--- config.mk ---
export PLATFORM = sky130hd
export DESIGN_NAME = pc_jump_unit
export DESIGN_NICKNAME = d
export VERILOG_FILES = /design/src/rtl/pc_jump_unit_pkg.sv /design/src/rtl/pc_pend_buf.sv /design/src/rtl/pc_jump_unit.sv
export SDC_FILE = /design/constraint.sdc
export NUM_CORES = 1
export LEC_CHECK = 0
export CAP_MARGIN = 15
export CORE_ASPECT_RATIO = 1.25
export CORE_MARGIN = 8
export CORE_UTILIZATION = 49
export CTS_BUF_LIST = sky130_fd_sc_hd__clkbuf_8
export CTS_CLUSTER_DIAMETER = 80
export DETAILED_ROUTE_END_ITERATION = 8
export PLACE_DENSITY_LB_ADDON = 0.2
export SLEW_MARGIN = 20
export SYNTH_ARGS = -nofsm -noshare
export SYNTH_HDL_FRONTEND = slang
export SYNTH_HIERARCHICAL = 1
export SYNTH_SLANG_ARGS = --single-unit
export TNS_END_PERCENT = 10
--- constraint.sdc ---
create_clock -name clk -period 4.13 [get_ports clk]
set_clock_uncertainty 0.15 [all_clocks]
set_input_delay 0.6195 -clock clk [delete_from_list [all_inputs] [get_ports clk]]
set_output_delay 0.6195 -clock clk [all_outputs]
set_load 0.01 [all_outputs]
--- src/rtl/pc_jump_unit_pkg.sv ---
// pc_jump_unit_pkg
// Shared constants for the fetch-stage PC/jump logic.
//   PC_BUS       : PC / target width in bits
//   RESET_PC_DEF : default PC value loaded on reset
//   PCJ_RUN      : state encoding, no pending jump
//   PCJ_PEND     : state encoding, buffer holds a target
package pc_jump_unit_pkg;

  localparam int PC_BUS = 16;

  localparam logic [PC_BUS-1:0] RESET_PC_DEF = 16'h0000;

  localparam logic PCJ_RUN  = 1'b0;
  localparam logic PCJ_PEND = 1'b1;

endpackage

--- src/rtl/pc_pend_buf.sv ---
// pc_pend_buf
// One-entry jump-target register with its valid flag. The valid flag is
// the RUN/PEND state bit of the jump unit.
// Ports:
//   clk    in  : clock, rising edge
//   rst    in  : synchronous active-low reset (clears valid only)
//   load   in  : capture d and set valid (wins over clear)
//   clear  in  : drop the buffered target
//   d      in  : target to capture
//   target out : buffered target
//   valid  out : buffer holds a target (state == PCJ_PEND)
module pc_pend_buf
  import pc_jump_unit_pkg::*;
#(
  parameter int PC_W = PC_BUS
) (
  input  logic            clk,
  input  logic            rst,
  input  logic            load,
  input  logic            clear,
  input  logic [PC_W-1:0] d,
  output logic [PC_W-1:0] target,
  output logic            valid
);

  logic            state_q;
  logic [PC_W-1:0] target_q;

  always_ff @(posedge clk) begin
    if (!rst) begin
      state_q <= PCJ_RUN;
    end else if (load) begin
      state_q <= PCJ_PEND;
    end else if (clear) begin
      state_q <= PCJ_RUN;
    end
  end

  // Contents are don't-care when invalid, so no reset on the data path.
  always_ff @(posedge clk) begin
    if (load) begin
      target_q <= d;
    end
  end

  assign target = target_q;
  assign valid  = (state_q == PCJ_PEND);

endmodule

--- src/rtl/pc_jump_unit.sv ---
// pc_jump_unit
// Fetch-stage program counter with jump consumer. Advances by one word per
// unstalled cycle, loads a jump target when execute raises a jump, and
// holds a jump that arrives during a stall in a one-entry buffer until the
// stall releases. Drives the IF/ID flush.
//
// Optional feature macro: PC_JUMP_COUNT_EN (applied-jump counter). When
// undefined the counter is not built and jump_count reads 16'h0000.
//
// Handshake: jump_valid is a single-cycle qualifier with no ready; a request
// is always accepted in the cycle it is raised, either applied (stall=0) or
// buffered (stall=1, newest buffered request wins).
//
// Ports:
//   clk        in  : clock, rising edge
//   rst        in  : synchronous active-low reset
//   jump_valid in  : jump request from execute
//   jump_addr  in  : jump target word address
//   stall      in  : freeze of PC/IF stage
//   pc         out : current fetch address (registered)
//   pc_plus1   out : pc + 1, wrapping (combinational)
//   flush      out : kill IF/ID instruction (combinational)
//   pend_valid out : pending jump buffered (registered, exposes FSM state)
//   jump_count out : saturating count of applied jumps
module pc_jump_unit
  import pc_jump_unit_pkg::*;
#(
  parameter int              PC_W     = PC_BUS,
  parameter logic [PC_W-1:0] RESET_PC = RESET_PC_DEF
) (
  input  logic            clk,
  input  logic            rst,
  input  logic            jump_valid,
  input  logic [PC_W-1:0] jump_addr,
  input  logic            stall,
  output logic [PC_W-1:0] pc,
  output logic [PC_W-1:0] pc_plus1,
  output logic            flush,
  output logic            pend_valid,
  output logic [15:0]     jump_count
);

  logic [PC_W-1:0] pc_q;
  logic [PC_W-1:0] pc_d;
  logic [PC_W-1:0] pend_target;
  logic            apply_live;
  logic            apply_pend;
  logic            buf_load;
  logic            buf_clear;

  // A live request beats a pending one; the pending entry is then dropped.
  assign apply_live = ~stall & jump_valid;
  assign apply_pend = ~stall & ~jump_valid & pend_valid;
  assign buf_load   = stall & jump_valid;
  assign buf_clear  = ~stall;

  pc_pend_buf #(
    .PC_W (PC_W)
  ) u_pend_buf (
    .clk    (clk),
    .rst    (rst),
    .load   (buf_load),
    .clear  (buf_clear),
    .d      (jump_addr),
    .target (pend_target),
    .valid  (pend_valid)
  );

  assign pc_plus1 = pc_q + PC_W'(1);

  always_comb begin
    pc_d = pc_plus1;
    if (stall) begin
      pc_d = pc_q;
    end else if (jump_valid) begin
      pc_d = jump_addr;
    end else if (pend_valid) begin
      pc_d = pend_target;
    end
  end

  always_ff @(posedge clk) begin
    if (!rst) begin
      pc_q <= RESET_PC;
    end else begin
      pc_q <= pc_d;
    end
  end

  assign pc    = pc_q;
  assign flush = rst & ~stall & (jump_valid | pend_valid);

`ifdef PC_JUMP_COUNT_EN
  logic [15:0] jump_cnt_q;

  always_ff @(posedge clk) begin
    if (!rst) begin
      jump_cnt_q <= 16'h0000;
    end else if ((apply_live | apply_pend) && (jump_cnt_q != 16'hFFFF)) begin
      jump_cnt_q <= jump_cnt_q + 16'd1;
    end
  end

  assign jump_count = jump_cnt_q;
`else
  logic unused_apply;
  assign unused_apply = apply_live | apply_pend;
  assign jump_count   = 16'h0000;
`endif

endmodule
==> results.md <==
- Mapped Cells: between 150 and 200
- WP data arrival: around 2400 ps
- Pint: 0.561 mW
- Vias in the first global route: roughly 1600
- Vias: about 1600
- Setup TNS: 0 ps
- Comb pwr share: about 20%
- Yosys warns: 6
- Drc violations: 0
- Worst-path clk slew: roughly 60 ps
- Crit Path Class: flip-flop to output pin
- GR Util All Layers: 16.6%
- Avg Cell Area, Syn: 9.47 µm²
- # IOs: 70
- Share of layout cells above drive strength 1: between 6 and 7%
- Routed WL: 4880 µm
- Yosys top cell by area: edfxtp_1
- R2R setup slack: just over 2000 ps
- Gpl congestion: about 0.8
- Post-CTS Hold Buffers: 0
- N_diodes: 0
- H-tree depth: 2
- CTS sink count: 33
- Die W: 71.5 µm
- Pre-antenna DRT Iters: 5
- Power Total: just under 0.8 mW
- Max-slew violation count: 0
- Max-cap violations: 0
- Peak Freq: between 0.3 and 0.4 GHz
- Area contributors post-synth: edfxtp_1 (25%), dfxtp_1 (18%), buf_4 (6.4%)
- Postcts setup bufs: 0
- Synth top area share: around a quarter
- Initial antenna violation count: 0
- Most frequent cells in the layout: clkdlybuf4s50_1 (53), a21oi_1 (20), dfxtp_1 (17), conb_1 (16), edfxtp_1 (16)
- Unrepaired setup endpoints after global routing: false
- Crit Path Max Fanout: 8
- Fin crit period: 3120 ps
- Crit path required time: ~3400 ps
- Largest net degree at the start of global routing: 27
- TritonCTS buffer count: 5
- Area of the die: just over 0.006 mm²
- Final core utilization: around two thirds
- Wire length per cell: between 15 and 20 µm
- DP Cell Count: approximately 280
- Worst slew margin: between 40% and 50%
- CP Capture Type: output pin
- Sequential standard cell area: between 800 and 900 µm²
- Post-CTS Resized: 0
- Ys async rst share: 0%
- PD cells: ~310 mW/mm²
- Crit-path slowest cell: clkdlybuf4s50_1
- 1st-iter DRT viols: 120
- Library cells used by synthesis: 51
- Total core area: 0.00372 mm²
- Fillers: roughly 300
- Nets@finish: 271
- Fin cells: approximately 290
- Die Y: ~85 µm
- Max VDD drop: 0.192 mV
- Slowest cell delay on critical path: roughly 580 ps
- CTS tree: yes
- Number of synthesized register bits: 33
- Worst min path class: flip-flop to flip-flop
- Most common cell after layout, fill and taps aside: clkdlybuf4s50_1
- IO Port Bufs: between 50 and 60
- Area occupied by multi-input gates: 926 µm²
- Top FF cell, synth: dfxtp_1
- Clk_lat worst skew: a little under 300 ps
- First-pass GRT wire length: approximately 8000 µm
- Pleak: ~0.9 nW
- GRT Residual Overflow: 0
- Setup violators final: 0
- Area grow syn2layout: 30.3%
- Critical Path Start Type: flip-flop
- Worst path bufs/invs: 1
- Slew @ Worst Pin: about 840 ps
- Routed vias/inst: around 5.5
- Clock power share: 28.9%
- CP Cell Sequence: ha_1 > nand3_2 > nor3_1 > xnor2_1 > clkdlybuf4s50_1
- Fin crit share: between 70 and 80%
- Post-synth EDFFs: 16
- CTS max path bufs: 2
- Register share of total power: ~51%
- Status: finished clean
- Seq/Total Area, Yosys: a little over two fifths
- Switching Fraction: 27.2%
- Top delay family on crit path: buffers and inverters
- P_sw: roughly 0.21 mW
- Post-Syn Area: 0.00188 mm²
- Core Rows: 25
- Worst hold slack: 421 ps
- DRT antenna net count: 0
- DP HPWL: roughly 3500 µm
- Root Driver: clkbuf_8
- Initial core utilization: 50.6%
- Final Hold Violating Endpoints: 0
path summary, 6_finish.rpt:
| check | from | end | depth (start not counted) |
|---|---|---|---|
| min reg2reg | u_pend_buf/target[12] | pc[12] | 2 |
| max reg2reg | u_pend_buf/valid | pc[5] | 4 |
| min | u_pend_buf/target[12] | pc[12] | 2 |
| max | pc[0] | pc_plus1[10] | 5 |
cell usage after synthesis, types with 2 or more instances:
master,n
a21o_1,4
a21oi_1,20
a222oi_1,3
a22o_1,2
and2_1,2
buf_2,2
buf_4,16
clkbuf_1,7
dfxtp_1,17
edfxtp_1,16
inv_1,9
mux2i_1,3
nand2_1,14
nand3_1,3
nand4_1,2
nor2_1,8
nor2b_1,2
nor3_1,3
nor4_1,2
nor4_2,3
o21a_1,2
o21ai_0,14
o22ai_1,2
o31ai_1,2
o32ai_1,2
or2_2,2
xnor2_1,9
xor2_1,5
layout make-up:
class	instances	share of cell area, %
sequential	33	33.4
clock buffer	5	2.80
clock inverter	3	0.458
multi-input combinational	146	37.7
timing repair buffer	55	22.2
tap	40	2.04
inverter	9	1.38
power groups by stage:
stage	combinational [mW]	sequential (mW)	clock, mW
6_report	0.157	0.391	0.223
5_1_grt	0.171	0.394	0.241
4_1_cts	0.158	0.391	0.231
3_5_place_dp	0.157	0.397	0
3_3_place_gp	0.156	0.397	0
2_1_floorplan	0.0847	0.396	0
per-layer routing:
metal	vias up	wire length, µm	track usage [%]
li1	798	-	-
met1	746	2060	18.7
met2	66	2400	27.6
met3	4	385	6.37
met4	0	43	6.33
met5	-	0	0
worst reg2reg max path: stages, from the launching register on:
cell,delay [ps]
dfxtp_1,670
nor2b_1,740
a22o_1,260
o21ai_1,80
a21oi_1,150
state kept, by name, summed over array words and instances, names as in the netlist:
| signal | cells |
|---|---|
| u_pend_buf/target | 16 |
| pc | 16 |
| u_pend_buf/valid | 1 |
through the flow:
| stage | cell area [µm²] | setup slack [ps] |
|---|---|---|
| after floorplan | 1940 | 1900 |
| after detailed placement | 2380 | 999 |
| after global routing | 2460 | 817 |
| final | 2460 | 1010 |
| after CTS | 2460 | 998 |
| after global placement | 2380 | 1020 |
kinds of logic (layout without fill, tap and decap cells):
| kind of cell | count (synthesis) | in the layout | synth area share, % |
|---|---|---|---|
| buffers and inverters | 35 | 72 | 10.3 |
| AOI/OAI and AO/OA | 60 | 60 | 20.1 |
| DFF | 33 | 33 | 43.6 |
| muxes | 3 | 3 | 1.59 |
| other | 1 | 16 | 0.199 |
| adders and majority gates | 1 | 1 | 0.664 |
| and+or+nand+nor | 52 | 52 | 17.1 |
| xor gates and xnor gates | 14 | 14 | 6.51 |
(Power assumes the default switching activity.)
